--- src/rtl/vga_pkg.sv ---
// rtl/vga_pkg.sv - VGA 640x480@60 default timing, derived totals and border geometry shared with the game logic
package vga_pkg;

    localparam int PIX_DIV    = 2;
    localparam int H_VIS_DEF  = 640;
    localparam int H_FP_DEF   = 16;
    localparam int H_SYNC_DEF = 96;
    localparam int H_BP_DEF   = 48;
    localparam int V_VIS_DEF  = 480;
    localparam int V_FP_DEF   = 10;
    localparam int V_SYNC_DEF = 2;
    localparam int V_BP_DEF   = 33;

    localparam int H_TOTAL = H_VIS_DEF + H_FP_DEF + H_SYNC_DEF + H_BP_DEF;
    localparam int V_TOTAL = V_VIS_DEF + V_FP_DEF + V_SYNC_DEF + V_BP_DEF;

    typedef logic [10:0] xpos_t;
    typedef logic [9:0]  ypos_t;

    localparam xpos_t BORDER_X0 = 11'd40;
    localparam xpos_t BORDER_X1 = 11'd600;
    localparam ypos_t BORDER_Y0 = 10'd60;
    localparam ypos_t BORDER_Y1 = 10'd420;

    // One-pixel rectangle outline; the corners belong to both a column and a row.
    function automatic logic on_border(input xpos_t x, input ypos_t y);
        logic on_col;
        logic on_row;
        on_col = ((x == BORDER_X0) || (x == BORDER_X1)) && (y >= BORDER_Y0) && (y <= BORDER_Y1);
        on_row = ((y == BORDER_Y0) || (y == BORDER_Y1)) && (x >= BORDER_X0) && (x <= BORDER_X1);
        return on_col || on_row;
    endfunction

endpackage

--- src/rtl/vga_axis_counter.sv ---
// rtl/vga_axis_counter.sv - one raster axis: position counter with wrap, active flag and sync window
module vga_axis_counter #(
    parameter int VIS  = 640,
    parameter int FP   = 16,
    parameter int SYNC = 96,
    parameter int BP   = 48,
    parameter int W    = 11
) (
    input  logic         clk,
    input  logic         rst,
    input  logic         en_i,
    output logic [W-1:0] cnt_o,
    output logic         last_o,
    output logic         active_o,
    output logic         sync_o
);

    localparam int TOTAL = VIS + FP + SYNC + BP;

    // All limits held at counter width so every compare is full width.
    localparam logic [W-1:0] LAST    = W'(TOTAL - 1);
    localparam logic [W-1:0] VIS_W   = W'(VIS);
    localparam logic [W-1:0] SYNC_LO = W'(VIS + FP);
    localparam logic [W-1:0] SYNC_HI = W'(VIS + FP + SYNC - 1);

    logic [W-1:0] cnt_q;
    logic [W-1:0] cnt_d;

    always_comb begin
        cnt_d = cnt_q;
        if (en_i) begin
            cnt_d = (cnt_q == LAST) ? '0 : cnt_q + 1'b1;
        end
    end

    always_ff @(posedge clk) begin
        if (rst) begin
            cnt_q <= '0;
        end else begin
            cnt_q <= cnt_d;
        end
    end

    assign cnt_o    = cnt_q;
    assign last_o   = (cnt_q == LAST);
    assign active_o = (cnt_q < VIS_W);
    assign sync_o   = (cnt_q >= SYNC_LO) && (cnt_q <= SYNC_HI);

endmodule

--- src/rtl/vga_timing.sv ---
// rtl/vga_timing.sv - VGA raster generator with registered sync/colour pins; VGA_BORDER_EN adds a white frame outline
module vga_timing
    import vga_pkg::*;
#(
    parameter int DIV    = PIX_DIV,
    parameter int H_VIS  = H_VIS_DEF,
    parameter int H_FP   = H_FP_DEF,
    parameter int H_SYNC = H_SYNC_DEF,
    parameter int H_BP   = H_BP_DEF,
    parameter int V_VIS  = V_VIS_DEF,
    parameter int V_FP   = V_FP_DEF,
    parameter int V_SYNC = V_SYNC_DEF,
    parameter int V_BP   = V_BP_DEF
) (
    input  logic        clk,
    input  logic        rst,
    input  logic        game_red,
    input  logic        game_green,
    input  logic        game_blue,
    output logic [10:0] vga_xpos,
    output logic [9:0]  vga_ypos,
    output logic        pix_en,
    output logic        frame_start,
    output logic        vga_hs,
    output logic        vga_vs,
    output logic        vga_r,
    output logic        vga_g,
    output logic        vga_b
);

    logic h_last;
    logic h_active;
    logic h_sync;
    logic v_last;
    logic v_active;
    logic v_sync;
    logic v_en;
    logic active;
    logic border;

    // Pixel-rate enable. With DIV == 1 every system clock is a pixel.
    generate
        if (DIV > 1) begin : g_div
            localparam int DW = $clog2(DIV);
            localparam logic [DW-1:0] DIV_LAST = DW'(DIV - 1);

            logic [DW-1:0] div_cnt_q;
            logic [DW-1:0] div_cnt_d;

            always_comb begin
                div_cnt_d = (div_cnt_q == DIV_LAST) ? '0 : div_cnt_q + 1'b1;
            end

            always_ff @(posedge clk) begin
                if (rst) begin
                    div_cnt_q <= '0;
                end else begin
                    div_cnt_q <= div_cnt_d;
                end
            end

            assign pix_en = (div_cnt_q == DIV_LAST);
        end else begin : g_nodiv
            assign pix_en = 1'b1;
        end
    endgenerate

    vga_axis_counter #(
        .VIS  (H_VIS),
        .FP   (H_FP),
        .SYNC (H_SYNC),
        .BP   (H_BP),
        .W    (11)
    ) u_h (
        .clk      (clk),
        .rst      (rst),
        .en_i     (pix_en),
        .cnt_o    (vga_xpos),
        .last_o   (h_last),
        .active_o (h_active),
        .sync_o   (h_sync)
    );

    // The line counter steps on the same pixel edge that wraps the column counter.
    assign v_en = pix_en & h_last;

    vga_axis_counter #(
        .VIS  (V_VIS),
        .FP   (V_FP),
        .SYNC (V_SYNC),
        .BP   (V_BP),
        .W    (10)
    ) u_v (
        .clk      (clk),
        .rst      (rst),
        .en_i     (v_en),
        .cnt_o    (vga_ypos),
        .last_o   (v_last),
        .active_o (v_active),
        .sync_o   (v_sync)
    );

    assign active      = h_active & v_active;
    assign frame_start = pix_en & h_last & v_last;

`ifdef VGA_BORDER_EN
    assign border = on_border(vga_xpos, vga_ypos);
`else
    assign border = 1'b0;
`endif

    logic hs_q;
    logic hs_d;
    logic vs_q;
    logic vs_d;
    logic r_q;
    logic r_d;
    logic g_q;
    logic g_d;
    logic b_q;
    logic b_d;

    // Sync and colour share one register stage fed by the pre-increment
    // counters, so all pins lag the coordinates by exactly one pixel.
    always_comb begin
        hs_d = hs_q;
        vs_d = vs_q;
        r_d  = r_q;
        g_d  = g_q;
        b_d  = b_q;
        if (pix_en) begin
            hs_d = ~h_sync;
            vs_d = ~v_sync;
            r_d  = active & (game_red   | border);
            g_d  = active & (game_green | border);
            b_d  = active & (game_blue  | border);
        end
    end

    always_ff @(posedge clk) begin
        if (rst) begin
            hs_q <= 1'b1;
            vs_q <= 1'b1;
            r_q  <= 1'b0;
            g_q  <= 1'b0;
            b_q  <= 1'b0;
        end else begin
            hs_q <= hs_d;
            vs_q <= vs_d;
            r_q  <= r_d;
            g_q  <= g_d;
            b_q  <= b_d;
        end
    end

    assign vga_hs = hs_q;
    assign vga_vs = vs_q;
    assign vga_r  = r_q;
    assign vga_g  = g_q;
    assign vga_b  = b_q;

endmodule
--- config.mk ---
export PLATFORM = sky130hd
export DESIGN_NAME = vga_timing
export DESIGN_NICKNAME = d
export VERILOG_FILES = /design/src/rtl/vga_pkg.sv /design/src/rtl/vga_axis_counter.sv /design/src/rtl/vga_timing.sv
export SDC_FILE = /design/constraint.sdc
export NUM_CORES = 1
export LEC_CHECK = 0
export ABC_AREA = 0
export BUFFER_PORTS_ARGS = -buffer_cell sky130_fd_sc_hd__buf_2
export CAP_MARGIN = 25
export CORE_MARGIN = 4
export CORE_UTILIZATION = 50
export CTS_BUF_LIST = sky130_fd_sc_hd__clkbuf_16
export DETAILED_ROUTE_END_ITERATION = 6
export GPL_TIMING_DRIVEN = 0
export PLACE_DENSITY = 0.74
export SLEW_MARGIN = 0
export SYNTH_ARGS = -nofsm -noshare
export SYNTH_HDL_FRONTEND = slang
export SYNTH_SLANG_ARGS = --single-unit
--- constraint.sdc ---
create_clock -name clk -period 1.9 [get_ports clk]
set_input_delay 0 -clock clk [delete_from_list [all_inputs] [get_ports clk]]
set_output_delay 0 -clock clk [all_outputs]
set_load 0.01 [all_outputs]
=== Word level (Yosys, flattened, before mapping) ===
Cells that the tools add are included.

* Register bits: 27
* Bits in latches: 0
* Memory bits (writable): 0
* Memory bits (read-only): 0
* Input bits: 5
* Output and inout port bits: 28
* Word-level logic and storage cells: 32
* Memories: 0

* $add $sub $neg: 3
* Multiply operators: 0
* Divide/modulo/power cells: 0
* Order comparisons: 6
* Equality and inequality tests: 2
* Shift operators: 0
* Multiplexer cells: 2
* Bitwise logic cells: 8
* Reductions and logical operators: 3

{| class="wikitable"
|+ Operators with widths
! cell !! count
|-
| 11-bit by 1-bit adder with 11-bit output (second input constant) || 1
|-
| 11-bit by 10-bit == test with 1-bit output (second input constant) || 1
|-
| 11-bit by 10-bit greater-or-equal comparator with 1-bit output (second input constant) || 1
|-
| 11-bit by 10-bit <= comparator with 1-bit output (second input constant) || 1
|-
| 11-bit by 10-bit less-than comparator with 1-bit output (second input constant) || 1
|-
| 11-bit 2-to-1 mux || 1
|-
| 10-bit by 1-bit adder with 10-bit output (second input constant) || 1
|-
| 10-bit == test (second input constant) || 1
|-
| 10-bit by 9-bit greater-or-equal comparator with 1-bit output (second input constant) || 1
|-
| 10-bit by 9-bit <= comparator with 1-bit output (second input constant) || 1
|-
| 10-bit by 9-bit less-than comparator with 1-bit output (second input constant) || 1
|-
| 10-bit 2-to-1 mux || 1
|-
| 1-bit AND || 6
|-
| 1-bit logical AND || 2
|-
| 1-bit NOT || 2
|-
| 2-bit OR reduction || 1
|-
| 1-bit adder (second input constant) || 1
|}

=== Longest topological paths before layout ===
Gate-level depths: netlist (run 1).

* Depth after elaboration: 3
* Depth in mapped cells: 7
* Depth with buffers taken out: 6

=== Modules after synthesis ===
Synthesis (run 1) repeated with hierarchy kept, for this count alone.

* Cell total of the unflattened synthesis: 149
* Area total of the unflattened synthesis: 1361.3 um2

{| class="wikitable"
|+ Modules (own cells, without submodules)
! module !! instances !! cells each !! area each (um2) !! sequential area each (um2)
|-
| vga_axis_counter at u_h || 1 || 66 || 608.1 || 220.2
|-
| vga_axis_counter at u_v || 1 || 58 || 513.0 || 200.2
|-
| vga_timing || 1 || 25 || 240.2 || 120.1
|}

=== Worst setup path after synthesis (run 1) ===
No wires, ideal clock.

* Path type: register to register
* From: register u_h.cnt_q[0], in the netlist u_h.cnt_o[0]
* To: register u_v.cnt_q[7], in the netlist u_v.cnt_o[7]
* Setup time: 0.072 ns
* Data arrival time: 1.760 ns
* Required time: 1.828 ns
* Setup slack: 0.068 ns
* Cell stages (with the launch flop): 7
* Path buffers: 1
* Clock period less this slack: 1.832 ns
* Cells stage by stage: dfxtp_1 -> ha_1 -> and2_1 -> nand4_1 -> buf_2 -> or4_1 -> a21oi_1

* Word-level cells in the longest chain between the ends: 2

{| class="wikitable"
|+ RTL lines
! what !! RTL line !! text
|-
| start: declaration || vga_axis_counter.sv:26 || <nowiki>logic [W-1:0] cnt_q;</nowiki>
|-
| start signal: assignment || vga_axis_counter.sv:40 || <nowiki>cnt_q <= cnt_d;</nowiki>
|-
| 11-bit by 10-bit == test with 1-bit output || vga_axis_counter.sv:45 || <nowiki>assign last_o = (cnt_q == LAST);</nowiki>
|-
| 1-bit AND || vga_timing.sv:85 || <nowiki>assign v_en = pix_en & h_last;</nowiki>
|-
| end signal: assignment || vga_axis_counter.sv:40 ||
|-
| end: declaration || vga_axis_counter.sv:26 ||
|}

No other way between the ends.
A chain may end at the register's enable or synchronous reset.

=== Worst setup path in the final report (run 1) ===
* From: register u_h.cnt_q[8], in the netlist u_h.cnt_o[8]
* To: register u_v.cnt_q[7], in the netlist u_v.cnt_o[7]

Same word-level chain as after synthesis.

==> results.toml, run 1 <==
[pwr]
total_power_mw = 1.13
peakVddDrop_v = 0.000479
power_density_nw_per_um2 = 693
p_leak_nw = 0.633

[global_route]
globalRouteOverflowTotal = 0
grt_pass1_vias = 1132
grt.total_usage_pct = 19.3
antenna_found_initial = 0
grt_max_degree = 16
grt_pass1_wl_um = 5210

[hold_path]
hold_depth = 2
hold_path_class = "input pin to flop"
holdCritStartpoint = "rst"
min_to = "u_h.cnt_o[4]$_SDFFE_PP0P_"

[critical_path]
crit_chain = "and4bb_1, nand4_1, buf_4, or4_1, a21oi_1"
path_class = "flop to flop"
r2r_slack_ns = 0.14
required_ns = 2.10
crit_fanout = 10
rr_endpoint = "u_v.cnt_o[7]$_SDFFE_PP0P_"
rr_startpoint = "u_h.cnt_o[8]$_SDFFE_PP0P_"
crit_path_start_kind = "flop"
r2r_cells = 5
critPathTopFamily = "simple AND/OR/NAND/NOR gates"
cp_num_buf_inv = 1
end_kind = "flop"
slowest_delay_ns = 0.51
crit_arrival_ns = 1.95
cpMaxStageDelayCell = "or4_1"

[cells_and_area]
nets = 202
drive_above_1_share_pct = 22.9
utilization_pct = 66.6
syn_to_final_growth_pct = 27.0
diodes = 0
finalNonFillerCells = 222
post-route-cell-area_um2 = 1630

[sta]
rsz0062_at_grt = "false"
hold_viol = 0
setup_viol = 0
min_period_over_period_pct = 92.5
maxSlewHeadroom_pct = 70.0
fin_skew_ns = 0.00410
drv_slew = 0
finalWorstSetupSlack_ns = 0.143
holdWs_ns = 0.0828
layout_min_cycle_time_ns = 1.76
setup_tns_ns = 0
fmax_ghz = 0.569
worstMarginPinSlew_ns = 0.451

[clock_tree]
clk_latency_ns = 0.26
clock_path_buffers = 2
cts_max_level = 1
cts_tree = "done"
clockRootBuffer = "clkbuf_16"
cts_buffers = 3
clkSlewWorstSetupHoldPaths_ns = 0.07
clkSinkCount = 27

[route]
drt_iter0_drc = 43
via_per_inst = 5.79
drc = 0
drt_pass1_iterations = 4
routed_wl_um = 3280
num_vias = 1286
wire_per_inst_um = 14.8
postRouteAntennaNets = 0

[synthesis]
synth.most_common_cell = "dfxtp_1"
syn-num-nets = 163
ys_seq_elements = 27
yosys-top-cells-count = "dfxtp_1, nor2_1, a21oi_1, nand2_1"
ys.flop_type = "dfxtp_1"
synth_edf_count = 0
synthTopCellsByArea = "dfxtp_1, nor2_1, xnor2_1"
ys_warn_count = 0
netlist_instances = 154
synth_top_area_share_pct = 42.0
ys_seq_area_share_pct = 42.0
synthArstFlopShare_pct = 0
ys_types = 33
netlist_area_um2 = 1290
yosys.area.top_type = "dfxtp_1"
syn_area_per_cell_um2 = 8.35

[placement]
placed_area_um2 = 1480
dp_cells = 215
gp_congestion = 0.851
hpwl_um = 2180
portBuffers = 31
dp_slack_ns = -0.195

[floorplanning]
die_w_um = 58.7
start_util_pct = 52.4
rows = 18
core_um2 = 2450
pin_count = 33
die_area_um2 = 3450
die_h_um = 58.7

[run_status]
status = "finished, final reports clean"

[job]
cap_violations = 0
## timing repair
action,CTS,global route
setup endpoints to repair,10,7
endpoints found under the hold margin,3,0
setup buffers,0,0
gates resized for setup,4,9
hold buffers,3,0
## cell usage in the layout, fill, tap and decap left out, drive strengths merged, types with 5 or more instances in the layout
| cell type | instances |
|---|---|
| nand3 | 8 |
| or3 | 5 |
| dfxtp | 27 |
| clkbuf | 8 |
| buf | 33 |
| nand4 | 7 |
| nor2 | 19 |
| inv | 7 |
| nand2 | 9 |
| xnor2 | 8 |
| a21oi | 10 |
| nor3 | 7 |
| o21ai | 6 |
## registers in the layout, summed over array words and instances (netlist names)
signal	flops
u_h.cnt_o	11
u_v.cnt_o	10
pix_en	1
vga_b	1
vga_g	1
vga_hs	1
vga_r	1
vga_vs	1
## power breakdown
group,leakage [nW],internal [mW],total (mW),switching [mW]
Combinational,0.372,0.0270,0.0603,0.0333
Sequential,0.220,0.575,0.587,0.0120
Clock,0.0409,0.284,0.485,0.200
## layer usage
layer  routed length, um  up-vias  GRT usage, %
li1                    -      624             -
met1                1480      600          26.3
met2                1530       53          29.5
met3                 188        9          3.07
met4                  72        0          9.39
met5                   0        -             0
## how the worst max path moves through the flow
stage,from,end,cells past startpoint
2_1_floorplan,u_h.cnt_o[0]$_SDFFE_PP0P_,u_v.cnt_o[7]$_SDFFE_PP0P_,6
3_3_place_gp,u_h.cnt_o[0]$_SDFFE_PP0P_,u_v.cnt_o[0]$_SDFFE_PP0P_,6
3_5_place_dp,u_h.cnt_o[0]$_SDFFE_PP0P_,u_v.cnt_o[0]$_SDFFE_PP0P_,6
4_1_cts,u_h.cnt_o[0]$_SDFFE_PP0P_,u_v.cnt_o[5]$_SDFFE_PP0P_,7
5_1_grt,u_h.cnt_o[8]$_SDFFE_PP0P_,frame_start,6
6_report,u_h.cnt_o[8]$_SDFFE_PP0P_,u_v.cnt_o[7]$_SDFFE_PP0P_,5
## final cells by class
class,instances,area [um2]
Clock inverter,1,5.00
Tap cell,30,37.5
Sequential cell,27,548
Timing Repair Buffer,34,185
Inverter,7,26.3
Fill cell,212,821
Multi-Input combinational cell,113,723
Clock buffer,3,75.1
Buffer,7,33.8
## worst register-to-register path: cells and delay by family, from the launching register on
family / cells / cell delay (ns)
buffers and inverters: 1 / 0.19
flip-flops: 1 / 0.46
AND/OR/NAND/NOR: 3 / 0.89
AO/OA/AOI/OAI: 1 / 0.15
## kinds of logic after synthesis
| family | after synthesis | synth area share, % |
|---|---|---|
| AOI/OAI and AO/OA | 26 | 12.5 |
| xor gates and xnor gates | 11 | 7.49 |
| adders and majority gates | 4 | 3.89 |
| and+or+nand+nor | 72 | 29.9 |
| DFF | 27 | 42.0 |
| buffers and inverters | 14 | 4.28 |
(Power assumes the default switching activity.)
==> inputs of run 2 (changes only) <==
--- a/config.mk
+++ b/config.mk
@@ -13,8 +13,9 @@
 export CTS_BUF_LIST = sky130_fd_sc_hd__clkbuf_16
 export DETAILED_ROUTE_END_ITERATION = 6
 export GPL_TIMING_DRIVEN = 0
-export PLACE_DENSITY = 0.74
+export PLACE_DENSITY = 0.73
 export SLEW_MARGIN = 0
 export SYNTH_ARGS = -nofsm -noshare
 export SYNTH_HDL_FRONTEND = slang
+export SYNTH_HIERARCHICAL = 1
 export SYNTH_SLANG_ARGS = --single-unit
==> run 2 against run 1 <==
Effect of this change: the flow now finishes with violations (negative setup slack); final area up 12%; total power fell by 0.50%; area after synthesis is 5.8% higher; cell count rose by 1.8%; largest cell class unchanged; highest routed layer unchanged.
==> results.toml, run 2 <==
[run_status]
status = "finished, violations left"
violations = "negative setup slack"

[global_route]
grt.total_usage_pct = 20.2
globalRouteOverflowTotal = 0
grt_max_degree = 15
antenna_found_initial = 0
grt_pass1_wl_um = 5650
grt_pass1_vias = 1331

[floorplanning]
rows = 18
die_h_um = 60.2
die_area_um2 = 3620
pin_count = 33
die_w_um = 60.2
start_util_pct = 53.5
core_um2 = 2540

[synthesis]
ys_seq_area_share_pct = 39.7
ys_warn_count = 6
synth_edf_count = 0
synth_top_area_share_pct = 39.7
yosys.area.top_type = "dfxtp_1"
ys.flop_type = "dfxtp_1"
netlist_instances = 149
yosys-top-cells-count = "dfxtp_1, a21oi_1, nor2_1, nand2_1, nand4_1"
synthTopCellsByArea = "dfxtp_1, a21oi_1, nand4_1"
ys_seq_elements = 27
ys_types = 40
synth.most_common_cell = "dfxtp_1"
syn_area_per_cell_um2 = 9.14
netlist_area_um2 = 1360
syn-num-nets = 157
synthArstFlopShare_pct = 0

[route]
wire_per_inst_um = 15.0
via_per_inst = 5.77
drt_iter0_drc = 37
postRouteAntennaNets = 0
drc = 0
routed_wl_um = 3400
drt_pass1_iterations = 4
num_vias = 1303

[pwr]
power_density_nw_per_um2 = 617
total_power_mw = 1.13
p_leak_nw = 0.749
peakVddDrop_v = 0.000638

[sta]
worstMarginPinSlew_ns = 0.404
layout_min_cycle_time_ns = 2.01
fmax_ghz = 0.497
setup_viol = 10
fin_skew_ns = 0.00228
drv_slew = 0
finalWorstSetupSlack_ns = -0.111
hold_viol = 0
min_period_over_period_pct = 106
rsz0062_at_grt = "true"
maxSlewHeadroom_pct = 72.7

[clock_tree]
clkSinkCount = 27
cts_buffers = 3
cts_hold_buf = 0
clockRootBuffer = "clkbuf_16"
cts_tree = "done"
clkSlewWorstSetupHoldPaths_ns = 0.06
cts_max_level = 1
clock_path_buffers = 2
clk_latency_ns = 0.26

[critical_path]
required_ns = 2.10
crit_fanout = 6
startpoint = "u_h/cnt_o[5]$_SDFFE_PP0P_"
crit_path_start_kind = "flop"
crit_arrival_ns = 2.21
cpMaxStageDelayCell = "or4b_4"
rr_startpoint = "u_h/cnt_o[5]$_SDFFE_PP0P_"
crit_chain = "or4b_4, nor3_4, and2_4, nand3_4, or4_4, a21oi_2"
end_kind = "flop"
path_class = "flop to flop"
slowest_delay_ns = 0.54

[job]
cap_violations = 0

[cells_and_area]
nets = 205
nFillCells = 195
largest_register_ffs = 11
syn_to_final_growth_pct = 34.1
multi_input_area_um2 = 838
diodes = 0
drive_above_1_share_pct = 42.9
layout.area.seq_um2 = 553
layout_commonest_cell = "buf_2"
utilization_pct = 71.7
layout.cells.most_common_list = "buf_2, dfxtp_1, a21oi_1, nor2_1"

[placement]
hpwl_um = 2300
portBuffers = 32
gp_congestion = 0.791

[hold_path]
holdCritStartpoint = "rst"
hold_path_class = "input pin to flop"
==> run 2: worst paths after layout <==
check                                                 end  slack, ns  cells past startpoint
worst max register to register  u_v/cnt_o[9]$_SDFFE_PP0P_      -0.11                      6
worst min-delay path                    pix_en$_SDFF_PP0_      0.004                      2
worst min register to register         vga_r$_SDFFE_PP0P_       0.48                      2
worst max-delay path            u_v/cnt_o[9]$_SDFFE_PP0P_      -0.11                      6
==> run 2: cell type report <==
cell class / instances / share of cell area (%)
Multi-Input combinational cell: 113 / 45.9
Sequential cell: 27 / 30.3
Timing Repair Buffer: 44 / 14.1
Clock buffer: 3 / 4.11
Buffer: 4 / 2.47
Tap cell: 30 / 2.06
Inverter: 4 / 0.822
Clock inverter: 1 / 0.206
==> run 2: kinds of logic after synthesis <==
kind of cell / synth area share [%]
AOI/OAI and AO/OA: 16.4
xor gates and xnor gates: 5.15
adders and majority gates: 2.76
buffers and inverters: 4.32
DFF: 39.7
muxes: 1.47
and+or+nand+nor: 30.2
==> run 2: metrics by stage <==
step	hold WS (ns)	setup TNS, ns	setup WS [ns]	cell area, um2	cells
3_5_place_dp	0.279	-1.36	-0.317	1590	211
3_3_place_gp	0.266	-0.983	-0.243	1590	211
5_1_grt	0.0248	-1.11	-0.167	1830	226
6_report	0.00432	-0.706	-0.111	1830	226
2_1_floorplan	0.0667	-0.552	-0.162	1390	149
4_1_cts	0.00940	-0.482	-0.176	1780	223
==> run 2: critical path, delay by kind of cell (launching register included) <==
kind / cells / cell delay (ns)
DFF: 1 / 0.35
AOI/OAI and AO/OA: 1 / 0.12
and+or+nand+nor: 5 / 1.50
==> run 2: per-layer routing <==
layer	up-vias	track usage, %	share of wire, %
li1	644	-	-
met1	625	22.4	42
met2	28	37.3	53
met3	6	3.24	3.4
met4	0	8.86	1.6
met5	-	0	0
==> run 2: power by group <==
| group | switching [mW] | internal [mW] | total [mW] |
|---|---|---|---|
| logic | 0.0374 | 0.0344 | 0.0718 |
| clock network | 0.190 | 0.282 | 0.471 |
| registers | 0.0105 | 0.573 | 0.583 |
==> run 2: repair_timing <==
item,CTS,global route
endpoints found under the hold margin,0,0
pin swaps,4,4
setup endpoints to repair,10,10
buffers inserted,8,3
gates resized for setup,17,10
cloned,0,1
